`src/rtl/cpu7_exu_wbarb.sv`:
```
// Write-port arbiter for the integer register file: load returns win, displaced ALU
// results queue in order, and a load scoreboard drives the d-stage stall.
module cpu7_exu_wbarb #(
    parameter int GRLEN    = 32,
    parameter int DEPTH    = 4,
    parameter int INFLIGHT = 2
) (
    input  logic             clk,
    input  logic             resetn,
    input  logic             alu_wen_w,
    input  logic [4:0]       alu_rd_w,
    input  logic [GRLEN-1:0] alu_data_w,
    input  logic [GRLEN-1:0] alu_pc_w,
    input  logic             lsu_issue_e,
    input  logic [4:0]       lsu_issue_rd_e,
    input  logic             lsu_ret_valid_m,
    input  logic [4:0]       lsu_ret_rd_m,
    input  logic [GRLEN-1:0] lsu_ret_data_m,
    input  logic [GRLEN-1:0] lsu_ret_pc_m,
    input  logic [4:0]       dec_rs1_d,
    input  logic [4:0]       dec_rs2_d,
    input  logic             dec_rs1_en_d,
    input  logic             dec_rs2_en_d,
    input  logic [4:0]       dec_rd_d,
    input  logic             dec_wen_d,
    input  logic             dec_valid_d,
    output logic             ecl_irf_wen_w,
    output logic [4:0]       ecl_irf_rd_w,
    output logic [GRLEN-1:0] ecl_irf_rd_data_w,
    output logic [GRLEN-1:0] wb_pc_w,
    output logic             exu_ifu_stall_req,
    output logic             wbarb_ovf
);

    localparam int PW = $clog2(DEPTH);

    logic [4:0]       fifo_rd   [DEPTH];
    logic [GRLEN-1:0] fifo_data [DEPTH];
    logic [GRLEN-1:0] fifo_pc   [DEPTH];
    logic [PW-1:0]    head;
    logic [PW-1:0]    tail;
    logic [PW:0]      count;
    logic [31:0]      sb;
    logic [31:0]      sb_set;
    logic [31:0]      sb_clr;
    logic [31:0]      sb_next;
    logic [DEPTH-1:0] fifo_vld;
    logic             ovf_q;

    logic fifo_nempty;
    logic fifo_full;
    logic push_req;
    logic push;
    logic pop;
    logic drop;

    assign fifo_nempty = (count != '0);
    assign fifo_full   = (count == (PW+1)'(DEPTH));
    assign push_req    = alu_wen_w & (lsu_ret_valid_m | fifo_nempty);
    assign pop         = ~lsu_ret_valid_m & fifo_nempty;
    // A full FIFO that drains its head this cycle still has room for the new result.
    assign push        = push_req & (~fifo_full | pop);
    assign drop        = push_req & fifo_full & ~pop;

    logic             sel_valid;
    logic [4:0]       sel_rd;
    logic [GRLEN-1:0] sel_data;
    logic [GRLEN-1:0] sel_pc;

    always_comb begin
        sel_valid = 1'b0;
        sel_rd    = '0;
        sel_data  = '0;
        sel_pc    = '0;
        if (lsu_ret_valid_m) begin
            sel_valid = 1'b1;
            sel_rd    = lsu_ret_rd_m;
            sel_data  = lsu_ret_data_m;
            sel_pc    = lsu_ret_pc_m;
        end else if (fifo_nempty) begin
            sel_valid = 1'b1;
            sel_rd    = fifo_rd[head];
            sel_data  = fifo_data[head];
            sel_pc    = fifo_pc[head];
        end else if (alu_wen_w) begin
            sel_valid = 1'b1;
            sel_rd    = alu_rd_w;
            sel_data  = alu_data_w;
            sel_pc    = alu_pc_w;
        end
    end

    // Outputs are forced low while reset is held, independent of the inputs.
    assign ecl_irf_wen_w     = resetn & sel_valid & (sel_rd != 5'd0);
    assign ecl_irf_rd_w      = resetn ? sel_rd : 5'd0;
    assign ecl_irf_rd_data_w = resetn ? sel_data : '0;
    assign wb_pc_w           = resetn ? sel_pc : '0;
    assign wbarb_ovf         = ovf_q;

    always_comb begin
        for (int i = 0; i < DEPTH; i++) begin
            fifo_vld[i] = ({1'b0, PW'(i) - head} < count);
        end
    end

    logic hit_rs1;
    logic hit_rs2;

    always_comb begin
        hit_rs1 = 1'b0;
        hit_rs2 = 1'b0;
        for (int i = 0; i < DEPTH; i++) begin
            if (fifo_vld[i] && fifo_rd[i] == dec_rs1_d) hit_rs1 = 1'b1;
            if (fifo_vld[i] && fifo_rd[i] == dec_rs2_d) hit_rs2 = 1'b1;
        end
    end

    logic raw;
    logic waw;
    logic cnt_haz;

    assign raw = (dec_rs1_en_d & (dec_rs1_d != 5'd0) & (sb[dec_rs1_d] | hit_rs1))
               | (dec_rs2_en_d & (dec_rs2_d != 5'd0) & (sb[dec_rs2_d] | hit_rs2));
    assign waw = dec_wen_d & (dec_rd_d != 5'd0) & sb[dec_rd_d];
    assign cnt_haz = (int'(count) + INFLIGHT >= DEPTH);
    assign exu_ifu_stall_req = resetn & ((dec_valid_d & (raw | waw)) | cnt_haz);

    // Set is applied after clear so a new load to the same rd keeps its bit.
    always_comb begin
        sb_set  = (lsu_issue_e && lsu_issue_rd_e != 5'd0) ? (32'd1 << lsu_issue_rd_e) : 32'd0;
        sb_clr  = lsu_ret_valid_m ? (32'd1 << lsu_ret_rd_m) : 32'd0;
        sb_next = ((sb & ~sb_clr) | sb_set) & ~32'd1;
    end

    always_ff @(posedge clk or negedge resetn) begin
        if (!resetn) begin
            head  <= '0;
            tail  <= '0;
            count <= '0;
            sb    <= '0;
            ovf_q <= 1'b0;
        end else begin
            if (pop)  head <= head + PW'(1);
            if (push) tail <= tail + PW'(1);
            if (push && !pop)      count <= count + (PW+1)'(1);
            else if (!push && pop) count <= count - (PW+1)'(1);
            sb    <= sb_next;
            ovf_q <= ovf_q | drop;
        end
    end

    always_ff @(posedge clk) begin
        if (push) begin
            fifo_rd[tail]   <= alu_rd_w;
            fifo_data[tail] <= alu_data_w;
            fifo_pc[tail]   <= alu_pc_w;
        end
    end

endmodule

```
`config.mk`:
```
export PLATFORM = sky130hd
export DESIGN_NAME = cpu7_exu_wbarb
export DESIGN_NICKNAME = d
export VERILOG_FILES = /design/src/rtl/cpu7_exu_wbarb.sv
export SDC_FILE = /design/constraint.sdc
export NUM_CORES = 1
export LEC_CHECK = 0
export BUFFER_PORTS_ARGS = -buffer_cell sky130_fd_sc_hd__buf_2
export CORE_UTILIZATION = 52
export CTS_CLUSTER_DIAMETER = 40
export DETAILED_ROUTE_END_ITERATION = 10
export PLACE_DENSITY = 0.78
export SLEW_MARGIN = 20
export SYNTH_ARGS = -nofsm -noshare
export SYNTH_HDL_FRONTEND = slang
export SYNTH_SLANG_ARGS = --single-unit
```
`constraint.sdc`:
```
create_clock -name clk -period 6.2 [get_ports clk]
set_input_delay 0.31 -clock clk [delete_from_list [all_inputs] [get_ports clk]]
set_output_delay 0.31 -clock clk [all_outputs]
set_load 0.01 [all_outputs]
```
==> impl_metrics.env, run 1 <==
export IMPL_viasPerCell=5.984
export IMPL_ant_nets=0
export IMPL_start_util_pct=53.55
export IMPL_r2r_slack_ns=3.21
export IMPL_status="complete, no violations"
export IMPL_fin_setup_tns_ns=0
export IMPL_worst_pin_slew_ns=1.101
export IMPL_drive_above_1_share_pct=30.31
export IMPL_finalSetupViolCount=0
export IMPL_drtIter0Drc=1088
export IMPL_cp_arrival_ns=3.34
export IMPL_hold_viol=0
export IMPL_r2r_end="count[2]"
export IMPL_dr_pass1_iters=6
export IMPL_worstHoldEndpoint="fifo_pc[2][2]"
export IMPL_worstReg2RegStart="count[2]"
export IMPL_port_buffers=238
export IMPL_grt_pass1_wl_mm=55.10
export IMPL_place_gp_congestion=0.9111
export IMPL_synth_seq_area_share_pct=61.42
export IMPL_path_cells="buf_4, mux4_2, nand2_1, a21oi_1, a21oi_1, nor2b_1, buf_2"
export IMPL_ys_flop_type="edfxtp_1"
export IMPL_die_area_um2=29690
export IMPL_ys_top_cells_by_area="edfxtp_1 (55%), mux4_2 (12%), dfrtp_1 (6.5%)"
export IMPL_synth_edf_count=276
export IMPL_cts_htree_levels=2
export IMPL_cts_resized=0
export IMPL_track_usage_pct=24.62
export IMPL_fmax_mhz=274.0
export IMPL_cp_required_ns=5.89
export IMPL_std_cell_rows=61
export IMPL_clockBufferDepth=3
export IMPL_grt_overflow=0
export IMPL_synth_cells=1099
export IMPL_holdPathStages=1
export IMPL_path_max_fanout=47
export IMPL_post_cts_buffers=0
export IMPL_wirelength_mm=35.95
export IMPL_crit_type="flop to output pin"
export IMPL_ys_seq_elements=315
export IMPL_cts_hold_buf=0
export IMPL_cp_common_cell="a21oi_1"
export IMPL_antenna_found_initial=3
export IMPL_vias=10260
export IMPL_r2r_cells=10
export IMPL_yosys_area_top_type_share_pct=54.95
export IMPL_power_leakage_nw=6.523
export IMPL_drv_cap=0
export IMPL_hpwl_mm=22.29
export IMPL_synth_largest_area_cell="edfxtp_1"
export IMPL_slowest_stage="dfrtp_4"
export IMPL_ios=239
export IMPL_pwr_density_cell_nw_per_um2=423.3
export IMPL_rsz0062_at_grt="false"
export IMPL_die_height_um=172.3
export IMPL_holdCritStartpoint="alu_pc_w[2]"
export IMPL_fin_nets=1483
export IMPL_cp_num_buf_inv=2
export IMPL_grt_pass1_vias=9930
export IMPL_synth_nets=1276
export IMPL_crit_family="flip-flops"
export IMPL_drv_slew=0
export IMPL_coreArea_um2=28160
export IMPL_drc_errors=0
export IMPL_ys_warn_count=0
export IMPL_crit_path_end_kind="output pin"
export IMPL_cts_root_buffer="clkbuf_16"
export IMPL_finalCriticalPeriod_ns=3.650
export IMPL_area_delta_synth_final_pct=17.90
export IMPL_insertion_delay_ns=0.51
export IMPL_die_x_um=172.3
export IMPL_synth_cell_types=49
export IMPL_path_clk_slew_ns=0.06
export IMPL_cts_tree="yes"
export IMPL_wl_per_cell_um=20.98
export IMPL_cts_sinks=315
export IMPL_postSynth_asyncResetShare_pct=12.38
export IMPL_crit_path_max_incr_delay_ns=1.03
export IMPL_grt_max_degree=88
export IMPL_skew_ns=0.01428
export IMPL_vdd_ir_drop_max_v=0.0002498
export IMPL_slew_headroom_pct=26.59
export IMPL_worst_path_stages=7
export IMPL_final_util_pct=63.14
export IMPL_fin_crit_sh_pct=58.88
export IMPL_synth_area_um2=15080
export IMPL_worstSetupStartpointType="flop"
export IMPL_hold_class="input pin to flop"
export IMPL_cts_buffers=38
export IMPL_avgSynthCellArea_um2=13.72
registers in the layout, summed over array words and instances, names as in the netlist:
signal and cells:
fifo_pc 128, fifo_data 128, head 2, count 3
tail 2, fifo_rd 20, wbarb_ovf 1, sb 31
how the worst max path moves through the flow:
stage / startpoint / endpoint / slack [ns]
2_1_floorplan: alu_wen_w / fifo_data[0][0] / 2.88
3_3_place_gp: head[0] / wb_pc_w[25] / 2.96
3_5_place_dp: head[0] / wb_pc_w[25] / 2.98
4_1_cts: head[0] / wb_pc_w[25] / 2.43
5_1_grt: head[0] / wb_pc_w[25] / 2.23
6_report: head[0] / wb_pc_w[25] / 2.55
cells in the mapped netlist, types with 7 or more instances:
| master | number |
|---|---|
| buf_2 | 14 |
| inv_1 | 12 |
| nor3_1 | 11 |
| a21oi_1 | 145 |
| mux4_2 | 83 |
| clkbuf_1 | 57 |
| nor2_1 | 17 |
| edfxtp_1 | 276 |
| mux2i_1 | 11 |
| o21ai_0 | 67 |
| nand2_1 | 83 |
| ha_1 | 9 |
| xor2_1 | 28 |
| dfrtp_1 | 39 |
| buf_1 | 8 |
| nand3_1 | 78 |
| and2_1 | 7 |
| nor2b_1 | 71 |
| xnor2_1 | 20 |
logic make-up after synthesis:
kind of cell	count (synthesis)	share of synthesized area (%)
AOI/OAI and AO/OA	238	8.437
adders and majority gates	10	0.8794
xor gates and xnor gates	48	2.788
and+or+nand+nor	294	9.897
buffers and inverters	92	2.456
DFF	315	61.42
muxes	102	14.12
stage by stage:
step	instance area (um2)	cells	hold WS [ns]	setup slack, ns	total power (W)
floorplan	15080	1099	0.01441	2.882	0.004715
global placement	16510	1643	0.5283	2.957	0.005358
detailed placement	16510	1643	0.5220	2.978	0.005416
CTS	17750	1710	0.01585	2.426	0.007580
global route	17770	1711	0.02771	2.228	0.007922
finish	17780	1714	0.03743	2.550	0.007527
layout by cell type (no fill, tap or decap), types with 3 or more instances in the layout:
cell	synthesis	layout
o211ai_1	4	4
mux2i_1	11	11
clkbuf_8	0	4
nor3_1	11	10
ha_1	9	9
mux2_2	4	4
nor2_1	17	17
o2111ai_1	3	3
nand2_1	83	83
a31oi_1	3	3
buf_4	0	10
nor2b_1	71	71
and2_4	0	4
diode_2	0	3
mux4_1	4	4
nand3b_1	6	6
nand4_1	6	6
o21ai_0	67	67
clkbuf_1	57	3
edfxtp_1	276	276
dfrtp_1	39	37
buf_2	14	236
xnor2_1	20	20
clkinv_1	0	6
inv_1	12	12
mux4_2	83	83
clkinv_2	0	5
clkbuf_16	0	39
a21oi_1	145	145
nand2b_1	6	6
and2_1	7	3
bufinv_16	0	3
nand3_1	78	78
inv_6	0	3
xor2_1	28	28
area by class of cell:
| type | instances | area (um2) |
|---|---|---|
| Clock buffer | 46 | 1042 |
| Inverter | 12 | 45.04 |
| Clock inverter | 21 | 195.2 |
| Sequential cell | 315 | 9271 |
| Multi-Input combinational cell | 692 | 5464 |
| Tap cell | 378 | 473.0 |
| Fill cell | 2113 | 10380 |
| Timing Repair Buffer | 247 | 1284 |
| Antenna cell | 3 | 7.507 |
layer usage:
layer	vias up	part of all wire [%]	global-route usage (%)
li1	4628	-	-
met1	5099	42	34.26
met2	473	49	40.80
met3	55	7.3	3.822
met4	2	1.6	6.233
met5	-	0.031	0
power breakdown:
part / internal, W / switching [W]
registers: 0.00279 / 0.000371
logic: 0.00104 / 0.00117
clock network: 0.00132 / 0.000820
total: 0.00516 / 0.00237
No activity file was read; power rests on OpenSTA's default activity.
==> run 2: changes to the inputs <==
==> constraint.sdc (replaced) <==
create_clock -name clk -period 3.6 [get_ports clk]
set_input_delay 0.18 -clock clk [delete_from_list [all_inputs] [get_ports clk]]
set_output_delay 0.18 -clock clk [all_outputs]
set_load 0.01 [all_outputs]
==> impl_metrics.env, run 2 (synthesis gave the netlist of run 1 again) <==
export IMPL_status="complete, no violations"
export IMPL_drtIter0Drc=817
export IMPL_fin_hold_ws_ns=0.1152
export IMPL_vdd_ir_drop_max_v=0.0003971
export IMPL_fin_nets=1562
export IMPL_top_regs="fifo_data (128), fifo_pc (128), sb (31)"
export IMPL_drive_above_1_share_pct=28.82
export IMPL_std_cell_rows=61
export IMPL_area_delta_synth_final_pct=23.25
export IMPL_crit_path_max_incr_delay_ns=0.72
export IMPL_wl_per_cell_um=20.49
export IMPL_worst_pin_slew_ns=0.9390
export IMPL_r2r_cells=10
export IMPL_drv_slew=0
export IMPL_cp_required_ns=3.42
export IMPL_ant_nets=0
export IMPL_r2r_end="count[2]"
export IMPL_cts_sinks=315
export IMPL_cts_root_buffer="clkbuf_16"
export IMPL_grt_pass1_wl_mm=56.61
export IMPL_die_x_um=172.3
export IMPL_port_buffers=238
export IMPL_crit_path_end_kind="output pin"
export IMPL_grt_overflow=0
export IMPL_slowest_stage="or3_2"
export IMPL_drc_errors=0
export IMPL_fin_crit_sh_pct=87.72
export IMPL_final_common_cell="edfxtp_1"
export IMPL_hold_class="input pin to flop"
export IMPL_path_cells="or3_2, buf_4, nand2_1, a21oi_1, a21oi_1, nor2b_1, buf_2"
export IMPL_place_gp_congestion=0.9190
export IMPL_dp_cells=1651
export IMPL_drv_cap=0
export IMPL_crit_type="flop to output pin"
export IMPL_final_cell_mix="edfxtp_1 (276), buf_2 (236), a21oi_1 (145)"
export IMPL_worstHoldEndpoint="sb[25]"
export IMPL_cts_tree="yes"
export IMPL_multi_input_area_um2=5464
export IMPL_worstSetupStartpointType="flop"
export IMPL_cp_arrival_ns=2.98
export IMPL_finalCriticalPeriod_ns=3.158
export IMPL_regArea_um2=9271
export IMPL_wirelength_mm=36.69
export IMPL_die_area_um2=29690
export IMPL_r2r_slack_ns=1.02
export IMPL_viasPerCell=5.939
export IMPL_grt_pass1_vias=10250
export IMPL_hold_viol=0
export IMPL_skew_ns=0.01828
export IMPL_clockBufferDepth=3
export IMPL_antenna_found_initial=1
export IMPL_start_util_pct=53.55
export IMPL_hpwl_mm=22.96
export IMPL_holdPathStages=3
export IMPL_finalSetupViolCount=0
export IMPL_worstReg2RegStart="count[2]"
export IMPL_cts_buffers=38
export IMPL_stdcell_count=1791
export IMPL_insertion_delay_ns=0.51
export IMPL_grt_max_degree=92
export IMPL_fillers=1995
export IMPL_holdCritStartpoint="lsu_issue_rd_e[1]"
export IMPL_pwr_density_cell_nw_per_um2=705.0
export IMPL_cp_common_cell="a21oi_1"
export IMPL_post_cts_buffers=0
export IMPL_track_usage_pct=25.19
export IMPL_slew_headroom_pct=37.40
export IMPL_die_height_um=172.3
export IMPL_ios=239
export IMPL_fin_setup_tns_ns=0
export IMPL_path_max_fanout=32
export IMPL_power_leakage_nw=6.866
export IMPL_path_clk_slew_ns=0.05
export IMPL_vias=10640
export IMPL_crit_start="count[2]"
export IMPL_dr_pass1_iters=5
export IMPL_fmax_mhz=316.7
export IMPL_coreArea_um2=28160
export IMPL_cts_resized=0
export IMPL_cts_htree_levels=2
export IMPL_rsz0062_at_grt="false"
[run 2: report_power, final]
group / internal, W / switching [W] / total [W]
sequential: 0.00480 / 0.000462 / 0.00527
clock: 0.00230 / 0.00141 / 0.00371
combinational: 0.00191 / 0.00223 / 0.00413
total: 0.00901 / 0.00410 / 0.0131
[run 2: routing by layer]
metal | global-route usage [%] | share of wire (%) | routed length [um] | vias to the layer above
met5 | 0 | 0 | 0 | -
met4 | 7.503 | 1.8 | 667 | 0
met3 | 5.173 | 8.9 | 3284 | 52
met2 | 40.81 | 49 | 17810 | 560
met1 | 34.54 | 41 | 14930 | 5231
li1 | - | - | - | 4793
[run 2: critical path, delay by kind of cell, from the launching register on]
| kind | cells | cell delay (ns) |
|---|---|---|
| buffers and inverters | 2 | 0.55 |
| AO/OA/AOI/OAI | 2 | 0.34 |
| flip-flops | 1 | 0.61 |
| AND/OR/NAND/NOR | 3 | 0.96 |
[run 2: through the flow]
stage	area [um2]	total power (W)	util, %	setup WS [ns]
2_1_floorplan	15080	0.008120	-	0.3987
3_3_place_gp	16630	0.009284	59.06	0.9998
3_5_place_dp	16630	0.009388	59.06	0.9069
4_1_cts	18590	0.01318	66.00	0.4604
5_1_grt	18590	0.01379	66.00	0.2718
6_report	18590	0.01310	66.00	0.4422
[run 2: cell type report]
cell class                 instances  share of cell area, %
inverter                          12                 0.2423
sequential                       315                  49.88
clock buffer                      47                  5.465
tap                              378                  2.544
clock inverter                    20                  1.171
timing repair buffer             326                  11.29
multi-input combinational        692                  29.39
antenna                            1                0.01346
[run 2: worst max path at each step]
stage,to,slack (ns)
CTS,ecl_irf_rd_data_w[28],0.46
global route,ecl_irf_rd_data_w[28],0.27
floorplan,fifo_data[0][0],0.40
detailed placement,fifo_rd[2][4],0.91
global placement,fifo_rd[2][0],1.0
finish,ecl_irf_rd_data_w[28],0.44
[run 2: what timing repair did]
item,4_1_cts,5_1_grt
hold endpoints to repair,287,0
endpoints found under the setup margin,0,0
hold buffers,72,0
==> run 3: changes to the inputs <==
--- a/config.mk
+++ b/config.mk
@@ -6,10 +6,10 @@
 export NUM_CORES = 1
 export LEC_CHECK = 0
 export BUFFER_PORTS_ARGS = -buffer_cell sky130_fd_sc_hd__buf_2
-export CORE_UTILIZATION = 52
+export CORE_UTILIZATION = 55
 export CTS_CLUSTER_DIAMETER = 40
 export DETAILED_ROUTE_END_ITERATION = 10
-export PLACE_DENSITY = 0.78
+export PLACE_DENSITY = 0.82
 export SLEW_MARGIN = 20
 export SYNTH_ARGS = -nofsm -noshare
 export SYNTH_HDL_FRONTEND = slang
==> impl_metrics.env, run 3 (synthesis gave the netlist of run 1 again) <==
export IMPL_place_gp_congestion=0.9414
export IMPL_fillers=1894
export IMPL_drc_errors=0
export IMPL_finalSetupViolCount=0
export IMPL_routed_top_layer="met4"
export IMPL_pwr_share_comb_pct=32.2
export IMPL_cts_root_buffer="clkbuf_16"
export IMPL_final_cell_mix="edfxtp_1 (276), buf_2 (236), a21oi_1 (145)"
export IMPL_worst_pin_slew_ns=0.9265
export IMPL_crit_path_end_kind="output pin"
export IMPL_cts_hold_buf=72
export IMPL_cts_sinks=315
export IMPL_fmax_mhz=320.8
export IMPL_grt_pass1_wl_mm=59.15
export IMPL_status="complete, no violations"
export IMPL_start_util_pct=55.96
export IMPL_cts_htree_levels=2
export IMPL_met2_length_mm=19.09
export IMPL_post_cts_buffers=0
export IMPL_ios=239
export IMPL_finalCriticalPeriod_ns=3.117
export IMPL_dp_cells=1614
export IMPL_stdcell_count=1754
export IMPL_die_area_um2=28090
export IMPL_die_x_um=167.6
export IMPL_fin_hold_ws_ns=0.08773
export IMPL_p_int_w=0.008832
export IMPL_coreArea_um2=26950
export IMPL_fin_setup_tns_ns=0
export IMPL_vdd_ir_drop_max_v=0.0004643
export IMPL_antenna_found_initial=1
export IMPL_vias=10580
export IMPL_p_sw_w=0.004183
export IMPL_hold_viol=0
export IMPL_die_height_um=167.6
export IMPL_grt_max_degree=89
export IMPL_fin_crit_sh_pct=86.60
export IMPL_cts_buffers=37
export IMPL_hpwl_mm=22.80
export IMPL_pwr_density_cell_nw_per_um2=704.2
export IMPL_cp_arrival_ns=2.94
export IMPL_track_usage_pct=27.20
export IMPL_power_share_switching_pct=32.14
export IMPL_drv_slew=0
export IMPL_crit_type="flop to output pin"
export IMPL_met3_length_mm=2.816
export IMPL_drtIter0Drc=939
export IMPL_area_delta_synth_final_pct=22.54
export IMPL_drv_cap=0
export IMPL_ant_nets=0
export IMPL_cts_resized=0
export IMPL_dr_pass1_iters=5
export IMPL_hold_class="input pin to flop"
export IMPL_viasPerCell=6.030
export IMPL_grt_pass1_vias=10700
export IMPL_wl_per_cell_um=21.47
export IMPL_power_leakage_nw=6.828
export IMPL_fin_nets=1561
export IMPL_path_clk_slew_ns=0.06
export IMPL_insertion_delay_ns=0.51
export IMPL_slew_headroom_pct=38.23
export IMPL_rsz0062_at_grt="false"
export IMPL_clockBufferDepth=3
export IMPL_grt_overflow=0
export IMPL_worstSetupStartpointType="flop"
export IMPL_port_buffers=238
export IMPL_clockPowerShare_pct=27.5
export IMPL_skew_ns=0.02188
export IMPL_cp_required_ns=3.42
export IMPL_top_regs="fifo_data (128), fifo_pc (128), sb (31)"
export IMPL_cts_tree="yes"
export IMPL_wl_met1_mm=15.07
export IMPL_drive_above_1_share_pct=28.90
export IMPL_final_common_cell="edfxtp_1"
export IMPL_path_max_fanout=58
export IMPL_std_cell_rows=60
export IMPL_p_seq_share_pct=40.3
export IMPL_wirelength_mm=37.66
==> run 3: cell types whose count changed in the layout (fill, tap and decap cells not counted), sizes merged <==
cell / previous run / this run
bufinv: 4 / 2
clkbuf: 47 / 49
clkinv: 13 / 10
clkinvlp: 0 / 2
inv: 15 / 16
==> run 3: per-stage QoR <==
| step | util [%] | power, W | setup WS, ns | cell area (um2) |
|---|---|---|---|---|
| after floorplan | - | 0.008120 | 0.3987 | 15080 |
| after global placement | 61.54 | 0.009301 | 1.041 | 16590 |
| after detailed placement | 61.54 | 0.009434 | 1.002 | 16590 |
| after CTS | 68.57 | 0.01305 | 0.4718 | 18480 |
| after global routing | 68.57 | 0.01365 | 0.3034 | 18480 |
| final | 68.57 | 0.01301 | 0.4825 | 18480 |
==> run 3: path summary, 6_finish.rpt <==
| path | start | endpoint | slack (ns) | cells past startpoint |
|---|---|---|---|---|
| max | head[1] | wb_pc_w[4] | 0.48 | 7 |
| min | lsu_issue_rd_e[1] | sb[18] | 0.09 | 3 |
| max reg2reg | count[2] | fifo_data[3][28] | 1.01 | 4 |
| min reg2reg | sb[23] | sb[23] | 0.56 | 2 |
| max in group asynchronous | resetn | head[0] | 2.27 | 4 |
| min in group asynchronous | resetn | sb[9] | 0.36 | 3 |
==> run 3: per-layer routing <==
layer	up-vias	track usage, %
li1	4791	-
met1	5237	36.96
met5	-	0
met4	0	7.220
met3	60	4.443
met2	488	45.92
==> run 3: area by class of cell <==
cell class	count	area (um2)	area share [%]
Inverter	12	45.04	0.2437
Clock inverter	18	171.4	0.9275
Multi-Input combinational cell	692	5464	29.56
Clock buffer	49	1001	5.416
Antenna cell	1	2.502	0.01354
Tap cell	341	426.7	2.309
Sequential cell	315	9271	50.17
Timing Repair Buffer	326	2100	11.36
==> run 3: critical path, stage by stage, from the launching register on <==
cell and delay (ns):
dfrtp_4 0.57, buf_4 0.72, mux4_2 0.36, nand2_1 0.09, a21oi_1 0.19, a21oi_1 0.08
nor2b_1 0.20, buf_2 0.16
==> run 3: power by group through the flow <==
stage	sequential [W]	clock, W	combinational (W)
floorplan	0.00508	0	0.00304
global placement	0.00527	0	0.00403
detailed placement	0.00533	0	0.00411
CTS	0.00525	0.00359	0.00421
global route	0.00532	0.00375	0.00457
finish	0.00525	0.00357	0.00419
